===== src/rtl/keypad_scanner_if.sv =====
// keypad_scanner_if: keypad pins plus the debounced key event seen by the consumer.
interface keypad_scanner_if;
   logic [3:0] key_col;
   logic [3:0] key_row;
   logic [3:0] key_code;
   logic       key_valid;
   logic       key_held;
   modport master (input key_col, output key_row, key_code, key_valid, key_held);
   modport slave  (output key_col, input key_row, key_code, key_valid, key_held);
endinterface


===== src/rtl/keypad_scanner.sv =====
// keypad_scanner: 4x4 matrix row scanner with full-scan debounce and single-cycle key events.
module keypad_scanner #(
   parameter int SCAN_DIV       = 100000,
   parameter int DEBOUNCE_SCANS = 4
) (
   input logic               clk,
   input logic               rst_n,
   keypad_scanner_if.master  kp
);
   localparam int DW = $clog2(SCAN_DIV);
   localparam int CW = $clog2(DEBOUNCE_SCANS + 1);
   localparam logic [DW-1:0] DIV_LAST = DW'(SCAN_DIV - 1);
   localparam logic [CW-1:0] CNT_LAST = CW'(DEBOUNCE_SCANS);
   localparam logic [1:0] IDLE       = 2'd0;
   localparam logic [1:0] DB_PRESS   = 2'd1;
   localparam logic [1:0] PRESSED    = 2'd2;
   localparam logic [1:0] DB_RELEASE = 2'd3;

   logic [3:0]    sync1_q, sync2_q;
   logic [DW-1:0] div_q, div_d;
   logic [1:0]    row_q, row_d;
   logic [15:0]   snap_q, snap_d;
   logic [1:0]    state_q, state_d;
   logic [CW-1:0] cnt_q, cnt_d, cnt_inc;
   logic [3:0]    cand_q, cand_d, code_q, code_d, scan_code;
   logic          valid_q, valid_d, held_q, held_d;
   logic          tc, eval, single, match, same;
   logic [4:0]    ones;

   assign tc      = div_q == DIV_LAST;
   assign eval    = tc && row_q == 2'd3;
   assign div_d   = tc ? '0 : div_q + DW'(1);
   assign row_d   = tc ? row_q + 2'd1 : row_q;
   assign cnt_inc = cnt_q + CW'(1);
   assign single  = ones == 5'd1;
   assign match   = single && scan_code == code_q;
   assign same    = single && scan_code == cand_q;

   // The evaluating scan includes the row-3 sample taken on this very cycle.
   always_comb begin
      snap_d = snap_q;
      if (tc)
         for (int c = 0; c < 4; c++)
            snap_d[{row_q, 2'(c)}] = ~sync2_q[c];
   end

   always_comb begin
      ones      = '0;
      scan_code = '0;
      for (int i = 0; i < 16; i++)
         if (snap_d[i]) begin
            ones      = ones + 5'd1;
            scan_code = 4'(i);
         end
   end

   always_comb begin
      state_d = state_q;
      cnt_d   = cnt_q;
      cand_d  = cand_q;
      code_d  = code_q;
      held_d  = held_q;
      valid_d = 1'b0;
      if (eval)
         case (state_q)
            IDLE:
               if (single) begin
                  cand_d = scan_code;
                  cnt_d  = CW'(1);
                  if (DEBOUNCE_SCANS == 1) begin
                     state_d = PRESSED;
                     code_d  = scan_code;
                     valid_d = 1'b1;
                     held_d  = 1'b1;
                  end else
                     state_d = DB_PRESS;
               end
            DB_PRESS:
               if (same) begin
                  cnt_d = cnt_inc;
                  if (cnt_inc == CNT_LAST) begin
                     state_d = PRESSED;
                     code_d  = cand_q;
                     valid_d = 1'b1;
                     held_d  = 1'b1;
                  end
               end else if (single) begin
                  cand_d = scan_code;
                  cnt_d  = CW'(1);
               end else
                  state_d = IDLE;
            PRESSED:
               if (!match) begin
                  cnt_d   = CW'(1);
                  state_d = DEBOUNCE_SCANS == 1 ? IDLE : DB_RELEASE;
                  held_d  = DEBOUNCE_SCANS > 1;
               end
            default:
               if (match)
                  state_d = PRESSED;
               else begin
                  cnt_d = cnt_inc;
                  if (cnt_inc == CNT_LAST) begin
                     state_d = IDLE;
                     held_d  = 1'b0;
                  end
               end
         endcase
   end

   always_ff @(posedge clk or negedge rst_n)
      if (!rst_n) begin
         sync1_q <= 4'b1111;
         sync2_q <= 4'b1111;
         div_q   <= '0;
         row_q   <= '0;
         snap_q  <= '0;
         state_q <= IDLE;
         cnt_q   <= '0;
         cand_q  <= '0;
         code_q  <= '0;
         valid_q <= 1'b0;
         held_q  <= 1'b0;
      end else begin
         sync1_q <= kp.key_col;
         sync2_q <= sync1_q;
         div_q   <= div_d;
         row_q   <= row_d;
         snap_q  <= snap_d;
         state_q <= state_d;
         cnt_q   <= cnt_d;
         cand_q  <= cand_d;
         code_q  <= code_d;
         valid_q <= valid_d;
         held_q  <= held_d;
      end

   assign kp.key_row   = ~(4'b0001 << row_q);
   assign kp.key_code  = code_q;
   assign kp.key_valid = valid_q;
   assign kp.key_held  = held_q;
endmodule


===== src/flat_wrapper.sv =====
// flat-port wrapper written by rule: the top's interface ports become plain ports
module keypad_scanner_flat 
#(
   parameter int SCAN_DIV       = 100000,
   parameter int DEBOUNCE_SCANS = 4
)
  (clk, rst_n, kp_key_col, kp_key_row, kp_key_code, kp_key_valid, kp_key_held);
  keypad_scanner_if kp_i ();
  input logic clk;
  input logic rst_n;
  input wire logic [$bits(kp_i.key_col)-1:0] kp_key_col;
  output wire logic [$bits(kp_i.key_row)-1:0] kp_key_row;
  output wire logic [$bits(kp_i.key_code)-1:0] kp_key_code;
  output wire logic [$bits(kp_i.key_valid)-1:0] kp_key_valid;
  output wire logic [$bits(kp_i.key_held)-1:0] kp_key_held;
  assign kp_i.key_col = kp_key_col;
  assign kp_key_row = kp_i.key_row;
  assign kp_key_code = kp_i.key_code;
  assign kp_key_valid = kp_i.key_valid;
  assign kp_key_held = kp_i.key_held;
  keypad_scanner #(.SCAN_DIV(SCAN_DIV), .DEBOUNCE_SCANS(DEBOUNCE_SCANS)) u_core (.clk(clk), .rst_n(rst_n), .kp(kp_i));
endmodule

===== config.mk =====
export PLATFORM = sky130hd
export DESIGN_NAME = keypad_scanner_flat
export DESIGN_NICKNAME = d
export VERILOG_FILES = /design/src/rtl/keypad_scanner_if.sv /design/src/rtl/keypad_scanner.sv /design/src/flat_wrapper.sv
export SDC_FILE = /design/constraint.sdc
export NUM_CORES = 1
export LEC_CHECK = 0
export CAP_MARGIN = 5
export CORE_MARGIN = 5
export CORE_UTILIZATION = 52
export CTS_CLUSTER_SIZE = 10
export DETAILED_ROUTE_END_ITERATION = 8
export PLACE_DENSITY_LB_ADDON = 0.05
export SYNTH_ARGS = -nofsm -noshare
export SYNTH_HDL_FRONTEND = slang
export SYNTH_SLANG_ARGS = --single-unit

===== constraint.sdc =====
create_clock -name clk -period 33.8 [get_ports clk]
set_clock_uncertainty 0.15 [all_clocks]
set_input_delay 8.45 -clock clk [delete_from_list [all_inputs] [get_ports clk]]
set_output_delay 8.45 -clock clk [all_outputs]
set_load 0.02 [all_outputs]

Word level (Yosys, flattened, before mapping)
Index checks and enable logic that the tools add are counted.

Register bits: 58. Output and inout port bits: 10. Input port bits: 6. Word-level logic and storage cells: 148.

Bitwise logic cells: 6. Order comparisons: 8. Muxes and demuxes: 71. Eq/ne operators: 17. Reductions and logical operators: 16. Add/sub/neg operators: 18. Shift operators: 1.

Operators with widths (number): 5-bit two-way mux (15); 5-bit by 1-bit adder with 5-bit output, second input constant (14); 16-bit bitwise mux (4); 4-bit two-way mux (10); 3-bit two-way mux (8); 4-bit by 5-bit < comparator with 1-bit output, second input constant (4); 2-bit two-way mux (9); 17-bit by 1-bit adder with 17-bit output, second input constant (1); 17-bit == test, second input constant (1); 17-bit two-way mux (1); 4-bit by 1-bit >= comparator with 1-bit output, second input constant (4); 16-bit two-way mux (1); 1-bit two-way mux (15); 3-bit inequality test, second input constant (3); 3-bit case mux with 3 select lines (1); 1-bit demux with 2-bit select (4); 4-bit == test (2); 4-bit case mux with 2 select lines (1); 1-bit logical AND (7); 7-bit AND reduction (1); 2-bit by 1-bit inequality test with 1-bit output, second input constant (3); 2-bit inequality test, second input constant (3); 2-bit case mux with 3 select lines (1); 3-bit AND reduction (2); other kinds (16) (22).

Depth between registers and ports, before layout
Gate-level depths: netlist of the first run.

Word-level depth: 45. Gate-level depth with buffers: 63. Mapped depth without buffers: 61.

Least setup slack after synthesis of the first run
No wires, ideal clock.

Kind: register to register. Start: register u_core.div_q[0]. End: register u_core.cand_q[1]. Cell stages (with the launch flop): 64. Library setup time: 0.125 ns. Path buffers: 4. Clock period less this slack: 11.034 ns. Arrival: 10.759 ns. Setup slack: 22.766 ns. Required time: 33.525 ns. Cells stage by stage: dfrtp_1 > ha_1 > and4_1 > buf_2 > and4_1 > buf_6 > nand2_4 > nand2_1 > o21a_1 > ha_1 > buf_1 > xor2_1 > ha_1 > o21ai_0 > o31a_1 > inv_2 > ha_1 > nand2_1 > (+28 left out) > nand2_1 > o21ai_0 > a21oi_1 > inv_1 > ha_1 > nor2_1 > a21oi_1 > ha_1 > mux2i_1 > inv_1 > ha_1 > xnor2_1 > nand3b_1 > o21ai_1 > nand2_4 > or4_1 > buf_2 > mux2_4.

Cells in the longest elaborated chain, start to end: 37. Elaborated cells on any way between the ends: 57. Those cells by class: add/sub: 15; eq/ne: 4; mux: 35; reduce/logical: 3.

Ends and longest elaborated chain: start, declared (line keypad_scanner.sv:20) `logic [DW-1:0] div_q, div_d;`; start signal, assigned (line keypad_scanner.sv:127) `div_q <= div_d;`; 17-bit == test * (line keypad_scanner.sv:30) `assign tc = div_q == DIV_LAST;`; 16-bit two-way mux (line keypad_scanner.sv:42) `if (tc)`; 1-bit two-way mux (line keypad_scanner.sv:51) `if (snap_d[i]) begin`; 1-bit by 1-bit adder with 2-bit output (line keypad_scanner.sv:52) `ones = ones + 5'd1;`; 5-bit two-way mux (line keypad_scanner.sv:51); 5-bit by 1-bit adder with 5-bit output (line keypad_scanner.sv:52); 5-bit two-way mux (line keypad_scanner.sv:51); 5-bit by 1-bit adder with 5-bit output (line keypad_scanner.sv:52); (+21 left out); 5-bit by 1-bit adder with 5-bit output (line keypad_scanner.sv:52); 5-bit two-way mux (line keypad_scanner.sv:51); 5-bit by 1-bit adder with 5-bit output (line keypad_scanner.sv:52); 5-bit two-way mux (line keypad_scanner.sv:51); 5-bit by 1-bit == test with 1-bit output (line keypad_scanner.sv:35) `assign single = ones == 5'd1;`; 4-bit two-way mux / 1-bit logical AND (equally long branches) (line keypad_scanner.sv:67, keypad_scanner.sv:87, keypad_scanner.sv:37); 4-bit two-way mux / 2-bit inequality test (equally long branches); 4-bit case mux with 2 select lines / 3-bit AND reduction (equally long branches); end signal, assigned (line keypad_scanner.sv:132) `cand_q <= cand_d;`; end, declared (line keypad_scanner.sv:25) `logic [3:0] cand_q, cand_d, code_q, code_d, scan_code;`.

Mark *: on every way between the ends. The rest lies on a longest branch, timed or not. The select of a mux whose other input is x is not followed. A chain may end at the register's enable or synchronous reset.

Worst setup path in the final report of the first run
Same ends and word-level chain as after synthesis.

==> summary.md, run 1 <==
| Metric | Value |
|---|---|
| IO Pins | `16` |
| Slew headroom | `0.515` |
| Root Buffer | `clkbuf_8` |
| Critical path's slowest cell | `or4_1` |
| Post-route cell area | `5130 um2` |
| Layout cells sized above 1 | `0.134` |
| Chip height | `between 100 and 150 um` |
| Final Power | `approximately 0.14 mW` |
| Clock power frac | `0.468` |
| Flop2flop setup slack | `between 20 and 25 ns` |
| Clock-pin slew on the worst setup and hold paths | `about 0.070 ns` |
| Largest net degree at the start of global routing | `just under 60` |
| Net Switching | `between 0.03 and 0.04 mW` |
| P per Cell Area | `between 20 and 30 nW/um2` |
| Max_cap viols | `0` |
| Tcrit/Tclk final | `0.369` |
| Crit start category | `flip-flop` |
| Most common cell after layout, fill and taps aside | `dfrtp_1` |
| LEAKAGE | `around 2.3 nW` |
| Core box area | `8760 um2` |
| Netlist Area Pre-Place | `4680 um2` |
| Comb power frac | `0.018` |
| Gpl congestion | `slightly below 0.9` |
| Worst path most repeated cell | `ha_1` |
| RSZ-0062 raised after global routing | `false` |
| Tightest Hold Check Type | `flip-flop to flip-flop` |
| TritonRoute pass-1 iters | `4` |
| Diode count | `0` |
| Placed wire-length estimate | `a little over 7000 um` |
| Layout fillers | `about 780` |
| Biggest cell delay along the critical path | `~0.67 ns` |
| Final ANT Viol Nets | `0` |
| I/O Buffers | `15` |
| Distinct cells, synth | `75` |
| Synth warnings | `0` |
| First-pass GRT wire length | `approximately 17,000 um` |
| Die X | `between 100 and 150 um` |
| Grt ovf | `0` |
| Worst Max-Slew Pin Slew | `0.728 ns` |
| DRT iter0 DRCs | `approximately 110` |
| Vias in the first global route | `3,683` |
| Crit path max fanout | `9` |
| Synthesized Nets | `545` |
| Number of gates resized after CTS | `0` |
| Full die area | `approximately 11,000 um2` |
| WL final | `between 9000 and 10,000 um` |
| DR vias | `3,685` |
| Fraction of registers with async set/reset | `1.00` |
| P&R area growth vs syn | `9.63%` |
| Top FF cell, synth | `dfrtp_1` |
| Max-slew violations | `0` |
| Pint | `about 0.11 mW` |
| Worst EP required | `roughly 34 ns` |
| Max Clk Rate | `around 80 MHz` |
| Initial Util | `0.534` |
| Fin util | `0.585` |
| Maximum vdd drop | `between 0.00002 and 0.000025 V` |
| Avg Cell Area, Syn | `a little over 9 um2` |
| Post-CTS setup buffer count | `0` |
| Post-detailed-route DRC marker count | `0` |
| Vias per cell | `5.71` |
| Cts hold-fix bufs | `0` |
| Post-route minimum period | `around 12 ns` |
| Seq cells post-synth | `between 50 and 60` |
| H-tree Lvls | `3` |
| Critical Setup Path Class | `flip-flop to flip-flop` |
| Register area share after synthesis | `0.312` |
| Hold slack | `roughly 0.21 ns` |
| Clk sinks | `a little under 60` |
| GRT Overall Usage | `0.189` |
| Sequential share of power | `0.514` |
| Clock Tree Buf Depth | `2` |
| CTS Buf Count | `9` |
| Mapped Cells | `514` |
| Wire length per cell | `~15 um` |
| Net count reported at finish | `approximately 560` |
| Sw Ratio | `0.228` |
| Area after DPL | `roughly 5000 um2` |
| CTS tree | `yes` |
| CP Data Arrival Time | `approximately 13 ns` |
| Crit. End Element | `flip-flop` |
| Worst-Skew Late Latency | `around 0.34 ns` |
| Most frequent cells in the layout | `dfrtp_1 (50), nor2_1 (47), nand2_1 (43)` |
| Final setup viols | `0` |
| Post-synth EDFFs | `0` |
| Total negative slack | `0 ns` |
| Status | `finished clean` |
| Site Rows | `34` |
| Final hold vios | `0` |
| Initial antenna violation count | `0` |
==> cells in the mapped netlist, types with 5 or more instances <==
cell      instances  area (um2)
dfrtp_1          50        1250
nor2_1           47         176
nand2_1          43         161
o21ai_0          33         165
xnor2_1          33         289
inv_1            27         101
ha_1             25         313
xor2_1           22         193
nand3_1          19        95.1
a21oi_1          18        90.1
nor3_1           13        65.1
mux2i_1          10         100
nand4_1          10        62.6
o21ai_1          10        50.1
and3_1            9        56.3
dfstp_2           8         210
and2_1            7        43.8
clkbuf_1          7        26.3
o21a_1            7        52.6
mux2_2            5        56.3
==> final timing paths <==
| path | from | end | depth (start not counted) |
|---|---|---|---|
| max reg2reg | u_core.div_q[0]$_DFF_PN0_ | u_core.cand_q[1]$_DFFE_PN0P_ | 58 |
| min in group asynchronous | rst_n | u_core.div_q[14]$_DFF_PN0_ | 2 |
| max | u_core.div_q[0]$_DFF_PN0_ | u_core.cand_q[1]$_DFFE_PN0P_ | 58 |
| min reg2reg | u_core.sync1_q[0]$_DFF_PN1_ | u_core.sync2_q[0]$_DFF_PN1_ | 0 |
| min | u_core.sync1_q[0]$_DFF_PN1_ | u_core.sync2_q[0]$_DFF_PN1_ | 0 |
| max in group asynchronous | rst_n | u_core.snap_q[7]$_DFF_PN0_ | 2 |
==> layer usage <==
layer,GRT usage,part of all wire
met4,0.0575,0.014
met1,0.265,0.49
met3,0.0247,0.030
met2,0.306,0.47
met5,0,0
==> final cells by class <==
| cell class | count | area [um2] | area share |
|---|---|---|---|
| timing repair buffer | 20 | 183 | 0.0356 |
| inverter | 32 | 125 | 0.0244 |
| clock buffer | 11 | 141 | 0.0276 |
| tap | 108 | 135 | 0.0264 |
| multi-input combinational | 411 | 3030 | 0.590 |
| clock inverter | 5 | 55.1 | 0.0107 |
| sequential | 58 | 1460 | 0.285 |
==> cell families (layout without fill, tap and decap cells) <==
kind of cell	Yosys count	count (layout)	share of synthesized area
AND/OR/NAND/NOR	184	184	0.206
XOR/XNOR	66	66	0.156
flip-flops	58	58	0.312
buffers and inverters	45	68	0.0404
adder cells (fa/ha/maj)	25	25	0.0669
AO/OA/AOI/OAI	117	117	0.171
multiplexers	19	19	0.0471
==> state kept, by name, summed over array words and instances, names as in the netlist <==
register	flops
u_core.kp.key_valid	1
u_core.cnt_q	3
u_core.state_q	2
u_core.div_q	17
u_core.sync2_q	4
u_core.row_q	2
u_core.sync1_q	4
u_core.kp.key_code	4
u_core.kp.key_held	1
u_core.cand_q	4
u_core.snap_q	16
==> worst max-delay path, delay by kind of cell, from the launching register on <==
kind | cells | cell delay, ns
multiplexers | 2 | 0.51
buffers and inverters | 5 | 0.40
flip-flops | 1 | 0.39
AND/OR/NAND/NOR | 16 | 2.63
XOR/XNOR | 2 | 0.37
AO/OA/AOI/OAI | 18 | 3.59
adder cells (fa/ha/maj) | 15 | 4.34
==> power groups by stage <==
stage | logic [mW] | registers (mW) | clock network [mW]
CTS | 0.00261 | 0.0712 | 0.0668
finish | 0.00250 | 0.0712 | 0.0648
detailed placement | 0.00260 | 0.0725 | 0
floorplan | 0.00110 | 0.0716 | 0
global route | 0.00293 | 0.0713 | 0.0705
global placement | 0.00259 | 0.0726 | 0
==> per-stage QoR <==
| step | instances | setup WS (ns) |
|---|---|---|
| floorplan | 514 | 22.77 |
| CTS | 645 | 21.35 |
| global route | 645 | 20.49 |
| finish | 645 | 21.32 |
| global placement | 629 | 21.74 |
| detailed placement | 629 | 21.40 |
No activity file was read; power rests on OpenSTA's default activity.
==> run 2: changes to the inputs <==
Clock period 33.8 ns to 12 ns, I/O delays scaled along.
==> run 2 against run 1 <==
  * First-iteration DRC count rose by 21%
  * Non-clock buffer count rose by 10
  * Maximum frequency is 13% higher
  * Count of clock-buffer cells in the layout fell by 2
  * Hold slack worse by 0.0011 ns
  * Largest power group is now the clock network
  * Critical path depth unchanged
  * Final cell count rose by 1.6%
  * Routed wire length increased by 2.0%
  * Total power grew to 3.1 times the previous value
==> summary.md, run 2 (same netlist as run 1, synthesis figures left out) <==
| Metric | Value |
|---|---|
| GRT Overall Usage | `0.187 (-0.00209)` |
| Die X | `105 um (unchanged)` |
| P per Cell Area | `81.4 nW/um2 (+200%)` |
| Max_cap viols | `0 (unchanged)` |
| Reg2reg start | `u_core.div_q[0]$_DFF_PN0_` |
| Worst path most repeated cell | `ha_1` |
| WL final | `10,100 um (+2.0%)` |
| Biggest cell delay along the critical path | `0.58 ns (-0.09 ns)` |
| Max Clk Rate | `90.2 MHz (+13%)` |
| Initial Util | `0.534 (unchanged)` |
| Clock-pin slew on the worst setup and hold paths | `0.08 ns (about the same)` |
| Post-route minimum period | `11.09 ns (-1.39 ns)` |
| Slew headroom | `0.509 (-0.00545)` |
| Vias in the first global route | `3,630 (-1.4%)` |
| Crit start category | `flip-flop` |
| Grt ovf | `0 (unchanged)` |
| Tightest Hold Check Type | `flip-flop to flip-flop` |
| Worst R2R Path Depth | `58 (unchanged)` |
| DRT iter0 DRCs | `134 (+21%)` |
| Total negative slack | `0 ns (unchanged)` |
| Placed wire-length estimate | `7380 um (+1.9%)` |
| Initial antenna violation count | `0 (unchanged)` |
| DR vias | `3,743 (+1.6%)` |
| Post-route cell area | `5320 um2 (+3.8%)` |
| Critical path's slowest cell | `or4_4` |
| Status | `finished clean` |
| Crit path max fanout | `8 (-1)` |
| Dpl cells | `632 (+0.48%)` |
| Largest net degree at the start of global routing | `59 (unchanged)` |
| I/O Buffers | `15 (unchanged)` |
| Most frequent cells in the layout | `dfrtp_1 (50), nor2_1 (47), nand2_1 (43)` |
| Maximum vdd drop | `0.0000874 V (+290%)` |
| Worst EP required | `12.07 ns (-21.80 ns)` |
| Net count reported at finish | `573 (+1.8%)` |
| Max-slew violations | `0 (unchanged)` |
| Largest registers | `u_core.div_q: 17 flops, u_core.snap_q: 16 flops` |
| Layout fillers | `750 (-3.6%)` |
| Worst-Skew Late Latency | `0.34 ns (about the same)` |
| Critical Setup Path Class | `flip-flop to flip-flop` |
| Pint | `0.340 mW (+220%)` |
| Non-filler cells, final | `655 (+1.6%)` |
| R2r endpoint | `u_core.cand_q[3]$_DFFE_PN0P_` |
| Largest Register | `u_core.div_q` |
| Hold path startpoint | `u_core.sync1_q[2]$_DFF_PN1_` |
| P&R area growth vs syn | `13.8%` |
| Core box area | `8760 um2 (unchanged)` |
| Sw Ratio | `0.215 (-0.0131)` |
| Sequential share of power | `0.463 (-0.051)` |
| WHS Path Cells | `0 (unchanged)` |
| Full die area | `11,000 um2 (unchanged)` |
| TritonRoute pass-1 iters | `5 (+1)` |
| Net Switching | `0.0933 mW (+190%)` |
| Max reg flops | `17 (unchanged)` |
| Comb power frac | `0.016 (-0.002)` |
| Chip height | `105 um (unchanged)` |
| Clock power frac | `0.520 (+0.052)` |
| Final setup viols | `0 (unchanged)` |
| Vias per cell | `5.71 (about the same)` |
| Most common cell after layout, fill and taps aside | `dfrtp_1` |
| Gpl congestion | `0.885 (+1.0%)` |
| Clk sinks | `58 (unchanged)` |
| IO Pins | `16 (unchanged)` |
| Diode count | `0 (unchanged)` |
| Site Rows | `34 (unchanged)` |
| Final hold vios | `0 (unchanged)` |
| Wire length per cell | `15.4 um (+0.45%)` |
| Post-detailed-route DRC marker count | `0 (unchanged)` |
| H-tree Lvls | `3 (unchanged)` |
| CP Data Arrival Time | `11.16 ns (-1.39 ns)` |
| Flop2flop setup slack | `0.91 ns (-20.41 ns)` |
| CTS Buf Count | `9 (unchanged)` |
| Tcrit/Tclk final | `0.924 (+0.555)` |
| Area after DPL | `4950 um2 (+0.46%)` |
| Final ANT Viol Nets | `0 (unchanged)` |
| Clock Tree Buf Depth | `2 (unchanged)` |
| Layout cells sized above 1 | `0.170 (+0.0359)` |
| First-pass GRT wire length | `17,200 um (-1.2%)` |
| LEAKAGE | `2.45 nW (+4.3%)` |
| CTS tree | `yes` |
| Worst Hold Path EP | `u_core.sync2_q[2]$_DFF_PN1_` |
| Crit. End Element | `flip-flop` |
| Worst Max-Slew Pin Slew | `0.736 ns (+0.00817 ns)` |
| Root Buffer | `clkbuf_8` |
[run 2: cell types whose count changed in the layout (fill, tap and decap cells not counted), sizes merged]
| cell | delta |
|---|---|
| clkbuf | -2 |
| inv | +1 |
| bufinv | +2 |
| clkinvlp | -2 |
| clkinv | +1 |
| buf | +10 |
[run 2: through the flow]
| step | utilization | total power, mW | hold slack [ns] | setup slack, ns |
|---|---|---|---|---|
| 4_1_cts | 0.594 | 0.439 | 0.207 | 0.135 |
| 3_3_place_gp | 0.565 | 0.212 | 0.196 | 0.522 |
| 2_1_floorplan | - | 0.205 | 0.195 | 0.966 |
| 5_1_grt | 0.607 | 0.450 | 0.215 | -0.0530 |
| 3_5_place_dp | 0.565 | 0.212 | 0.197 | 0.179 |
| 6_report | 0.607 | 0.433 | 0.206 | 0.912 |
[run 2: critical path, delay by kind of cell (launching register included)]
kind	cells	cell delay (ns)
xor+xnor	1	0.18
buf+inv	5	0.43
fa+ha+maj	14	3.86
simple gates	18	2.59
compound gates	18	2.88
flops	1	0.39
mux	2	0.48
[run 2: cell type report]
| type | count | area [um2] | share of cell area |
|---|---|---|---|
| Multi-Input combinational cell | 411 | 3090 | 0.581 |
| Tap cell | 108 | 135 | 0.0254 |
| Sequential cell | 58 | 1460 | 0.275 |
| Inverter | 32 | 125 | 0.0235 |
| Clock buffer | 9 | 124 | 0.0233 |
| Timing Repair Buffer | 30 | 258 | 0.0484 |
| Clock inverter | 7 | 125 | 0.0235 |
[run 2: worst max path at each step]
| stage | start | end | slack [ns] | depth (start not counted) |
|---|---|---|---|---|
| after floorplan | u_core.div_q[0]$_DFF_PN0_ | u_core.cand_q[1]$_DFFE_PN0P_ | 0.97 | 63 |
| final | u_core.div_q[0]$_DFF_PN0_ | u_core.cand_q[3]$_DFFE_PN0P_ | 0.91 | 58 |
| after global routing | u_core.div_q[0]$_DFF_PN0_ | u_core.cand_q[1]$_DFFE_PN0P_ | -0.05 | 58 |
| after detailed placement | u_core.div_q[0]$_DFF_PN0_ | u_core.cand_q[1]$_DFFE_PN0P_ | 0.18 | 57 |
| after global placement | u_core.div_q[0]$_DFF_PN0_ | u_core.cand_q[1]$_DFFE_PN0P_ | 0.52 | 57 |
| after CTS | u_core.div_q[0]$_DFF_PN0_ | u_core.cand_q[3]$_DFFE_PN0P_ | 0.14 | 57 |
[run 2: layer usage]
layer	part of all wire	GRT usage	up-vias
li1	-	-	1885
met1	0.48	0.258	1790
met2	0.47	0.305	54
met3	0.031	0.0351	14
met4	0.011	0.0438	0
met5	0	0	-
[run 2: power by group through the flow]
stage / sequential (mW) / combinational (mW) / clock, mW
floorplan: 0.202 / 0.00309 / 0
global placement: 0.204 / 0.00730 / 0
detailed placement: 0.204 / 0.00742 / 0
CTS: 0.201 / 0.00747 / 0.231
global route: 0.201 / 0.00824 / 0.241
finish: 0.201 / 0.00711 / 0.225
[run 2: timing repair]
action	CTS	global route
endpoints found under the setup margin	0	15
hold buffers	0	0
buffers inserted	0	7
gates resized for setup	0	17
==> run 3: changes to the inputs <==
Settings changed: HOLD_SLACK_MARGIN set to 0.06, MAX_ROUTING_LAYER set to met4.
==> run 3 against run 2 <==
  * Largest power group unchanged
  * Die area is the same
  * Via count grew 0.45%
  * Critical path type unchanged
  * Non-clock buffer count did not move
  * Sequential share of layout area stayed put
  * Setup slack got worse by 0.0043 ns
  * Final cell count is the same
  * Global-route usage is 0.57 points higher
  * Sequential cell count is the same
==> summary.md, run 3 (same netlist as run 1, synthesis figures left out) <==
| Metric | Value |
|---|---|
| DR vias | `3,760 (+0.45%)` |
| Final hold vios | `0 (unchanged)` |
| P per Cell Area | `81.4 nW/um2 (about the same)` |
| LEAKAGE | `2.45 nW (unchanged)` |
| Largest net degree at the start of global routing | `59 (unchanged)` |
| Clk sinks | `58 (unchanged)` |
| Crit path max fanout | `8 (unchanged)` |
| Initial antenna violation count | `0 (unchanged)` |
| Vias in the first global route | `3,628 (-0.055%)` |
| GRT Overall Usage | `0.193 (+0.00572)` |
| Cts hold-fix bufs | `0 (unchanged)` |
| Final setup viols | `0 (unchanged)` |
| Worst Hold Path EP | `u_core.sync2_q[2]$_DFF_PN1_` |
| Tcrit/Tclk final | `0.924 (about the same)` |
| Worst path most repeated cell | `ha_1` |
| Worst R2R Path Depth | `58 (unchanged)` |
| CTS tree | `yes` |
| CTS Buf Count | `9 (unchanged)` |
| Root Buffer | `clkbuf_8` |
| Clock-pin slew on the worst setup and hold paths | `0.08 ns (about the same)` |
| Dpl cells | `632 (unchanged)` |
| WL final | `10,100 um (+0.21%)` |
| Tightest Hold Check Type | `flip-flop to flip-flop` |
| Clock Tree Buf Depth | `2 (unchanged)` |
| Largest registers | `u_core.div_q: 17 flops, u_core.snap_q: 16 flops` |
| Worst-Skew Late Latency | `0.34 ns (about the same)` |
| Place WS | `0.179 ns (unchanged)` |
| CP Data Arrival Time | `11.16 ns (about the same)` |
| Hold path startpoint | `u_core.sync1_q[2]$_DFF_PN1_` |
| H-tree Lvls | `3 (unchanged)` |
| Critical Setup Path Class | `flip-flop to flip-flop` |
| Post-route minimum period | `11.09 ns (+0.00427 ns)` |
| Wire length per cell | `15.4 um (+0.21%)` |
| Slew headroom | `0.515 (+0.00583)` |
| Most frequent cells in the layout | `dfrtp_1 (50), nor2_1 (47), nand2_1 (43)` |
| Diode count | `0 (unchanged)` |
| Core box area | `8760 um2 (unchanged)` |
| Critical path's slowest cell | `or4_4` |
| CP delay by family, top | `adder cells` |
| Max Clk Rate | `90.2 MHz (about the same)` |
| Status | `finished clean` |
| WHS Path Cells | `0 (unchanged)` |
| R2r endpoint | `u_core.cand_q[3]$_DFFE_PN0P_` |
| P&R area growth vs syn | `13.8% (unchanged)` |
| Gpl congestion | `0.900 (+1.7%)` |
| Worst EP required | `12.07 ns (about the same)` |
| Placed wire-length estimate | `7380 um (unchanged)` |
| Post-detailed-route DRC marker count | `0 (unchanged)` |
| Largest Register | `u_core.div_q` |
| IO Pins | `16 (unchanged)` |
| Die X | `105 um (unchanged)` |
| Crit start category | `flip-flop` |
| Worst Path Buf+Inv | `5 (unchanged)` |
| Biggest cell delay along the critical path | `0.58 ns (about the same)` |
| Net count reported at finish | `573 (unchanged)` |
| Initial Util | `0.534 (unchanged)` |
| I/O Buffers | `15 (unchanged)` |
| Grt ovf | `0 (unchanged)` |
| Post-route setup slack | `0.908 ns (-0.00428 ns)` |
| Max-slew violations | `0 (unchanged)` |
| Layout cells sized above 1 | `0.170 (unchanged)` |
| First-pass GRT wire length | `17,200 um (unchanged)` |
| DRT iter0 DRCs | `111 (-17%)` |
| Final ANT Viol Nets | `0 (unchanged)` |
| Full die area | `11,000 um2 (unchanged)` |
| Worst Max-Slew Pin Slew | `0.722 ns (-0.0136 ns)` |
| Maximum vdd drop | `0.0000874 V (about the same)` |
| TritonRoute pass-1 iters | `7 (+2)` |
| Chip height | `105 um (unchanged)` |
| Crit. End Element | `flip-flop` |
| Flop2flop setup slack | `0.91 ns (about the same)` |
| Non-filler cells, final | `655 (unchanged)` |
| Most common cell after layout, fill and taps aside | `dfrtp_1` |
| Vias per cell | `5.74 (+0.45%)` |
| Reg2reg start | `u_core.div_q[0]$_DFF_PN0_` |
| Site Rows | `34 (unchanged)` |
| Max reg flops | `17 (unchanged)` |
| Max_cap viols | `0 (unchanged)` |
## run 3: cell counts in the layout (fill, tap and decap cells not counted)
Identical to the previous run, type by type.
## run 3: what timing repair did
| item | CTS | global route |
|---|---|---|
| endpoints found under the hold margin | 0 | 0 |
| setup buffers | 0 | 7 |
| setup endpoints to repair | 0 | 15 |
| resized for setup | 0 | 17 |
## run 3: metrics by stage
| stage | hold WS, ns | power (mW) | instance area, um2 | util | TNS [ns] |
|---|---|---|---|---|---|
| CTS | 0.207 | 0.439 | 5200 | 0.594 | 0 |
| finish | 0.206 | 0.433 | 5320 | 0.607 | 0 |
| floorplan | 0.195 | 0.205 | 4680 | - | 0 |
| detailed placement | 0.197 | 0.212 | 4950 | 0.565 | 0 |
| global placement | 0.196 | 0.212 | 4950 | 0.565 | 0 |
| global route | 0.215 | 0.450 | 5320 | 0.607 | -0.103 |
## run 3: area by class of cell
| cell class | instances | area [um2] |
|---|---|---|
| fillers | 750 | 3440 |
| multi-input cells | 411 | 3090 |
| flip-flops and latches | 58 | 1460 |
| repair buffers | 30 | 258 |
| well taps | 108 | 135 |
| clock inverters | 7 | 125 |
| inverters | 32 | 125 |
| clock buffers | 9 | 124 |
## run 3: report_power, final
part           internal, mW  switching, mW
registers             0.198        0.00272
clock network         0.140         0.0857
logic               0.00222        0.00486
## run 3: per-layer routing
| metal | GRT usage | wire [um] |
|---|---|---|
| met1 | 0.261 | 4960 |
| met2 | 0.305 | 4810 |
| met3 | 0.0314 | 237 |
| met4 | 0.0438 | 85 |
| met5 | - | 0 |
## run 3: worst max path at each step
| stage | startpoint | endpoint | slack [ns] | cells past startpoint |
|---|---|---|---|---|
| floorplan | u_core.div_q[0]$_DFF_PN0_ | u_core.cand_q[1]$_DFFE_PN0P_ | 0.97 | 63 |
| global placement | u_core.div_q[0]$_DFF_PN0_ | u_core.cand_q[1]$_DFFE_PN0P_ | 0.52 | 57 |
| detailed placement | u_core.div_q[0]$_DFF_PN0_ | u_core.cand_q[1]$_DFFE_PN0P_ | 0.18 | 57 |
| CTS | u_core.div_q[0]$_DFF_PN0_ | u_core.cand_q[3]$_DFFE_PN0P_ | 0.14 | 57 |
| global route | u_core.div_q[0]$_DFF_PN0_ | u_core.cand_q[1]$_DFFE_PN0P_ | -0.05 | 58 |
| finish | u_core.div_q[0]$_DFF_PN0_ | u_core.cand_q[3]$_DFFE_PN0P_ | 0.91 | 58 |
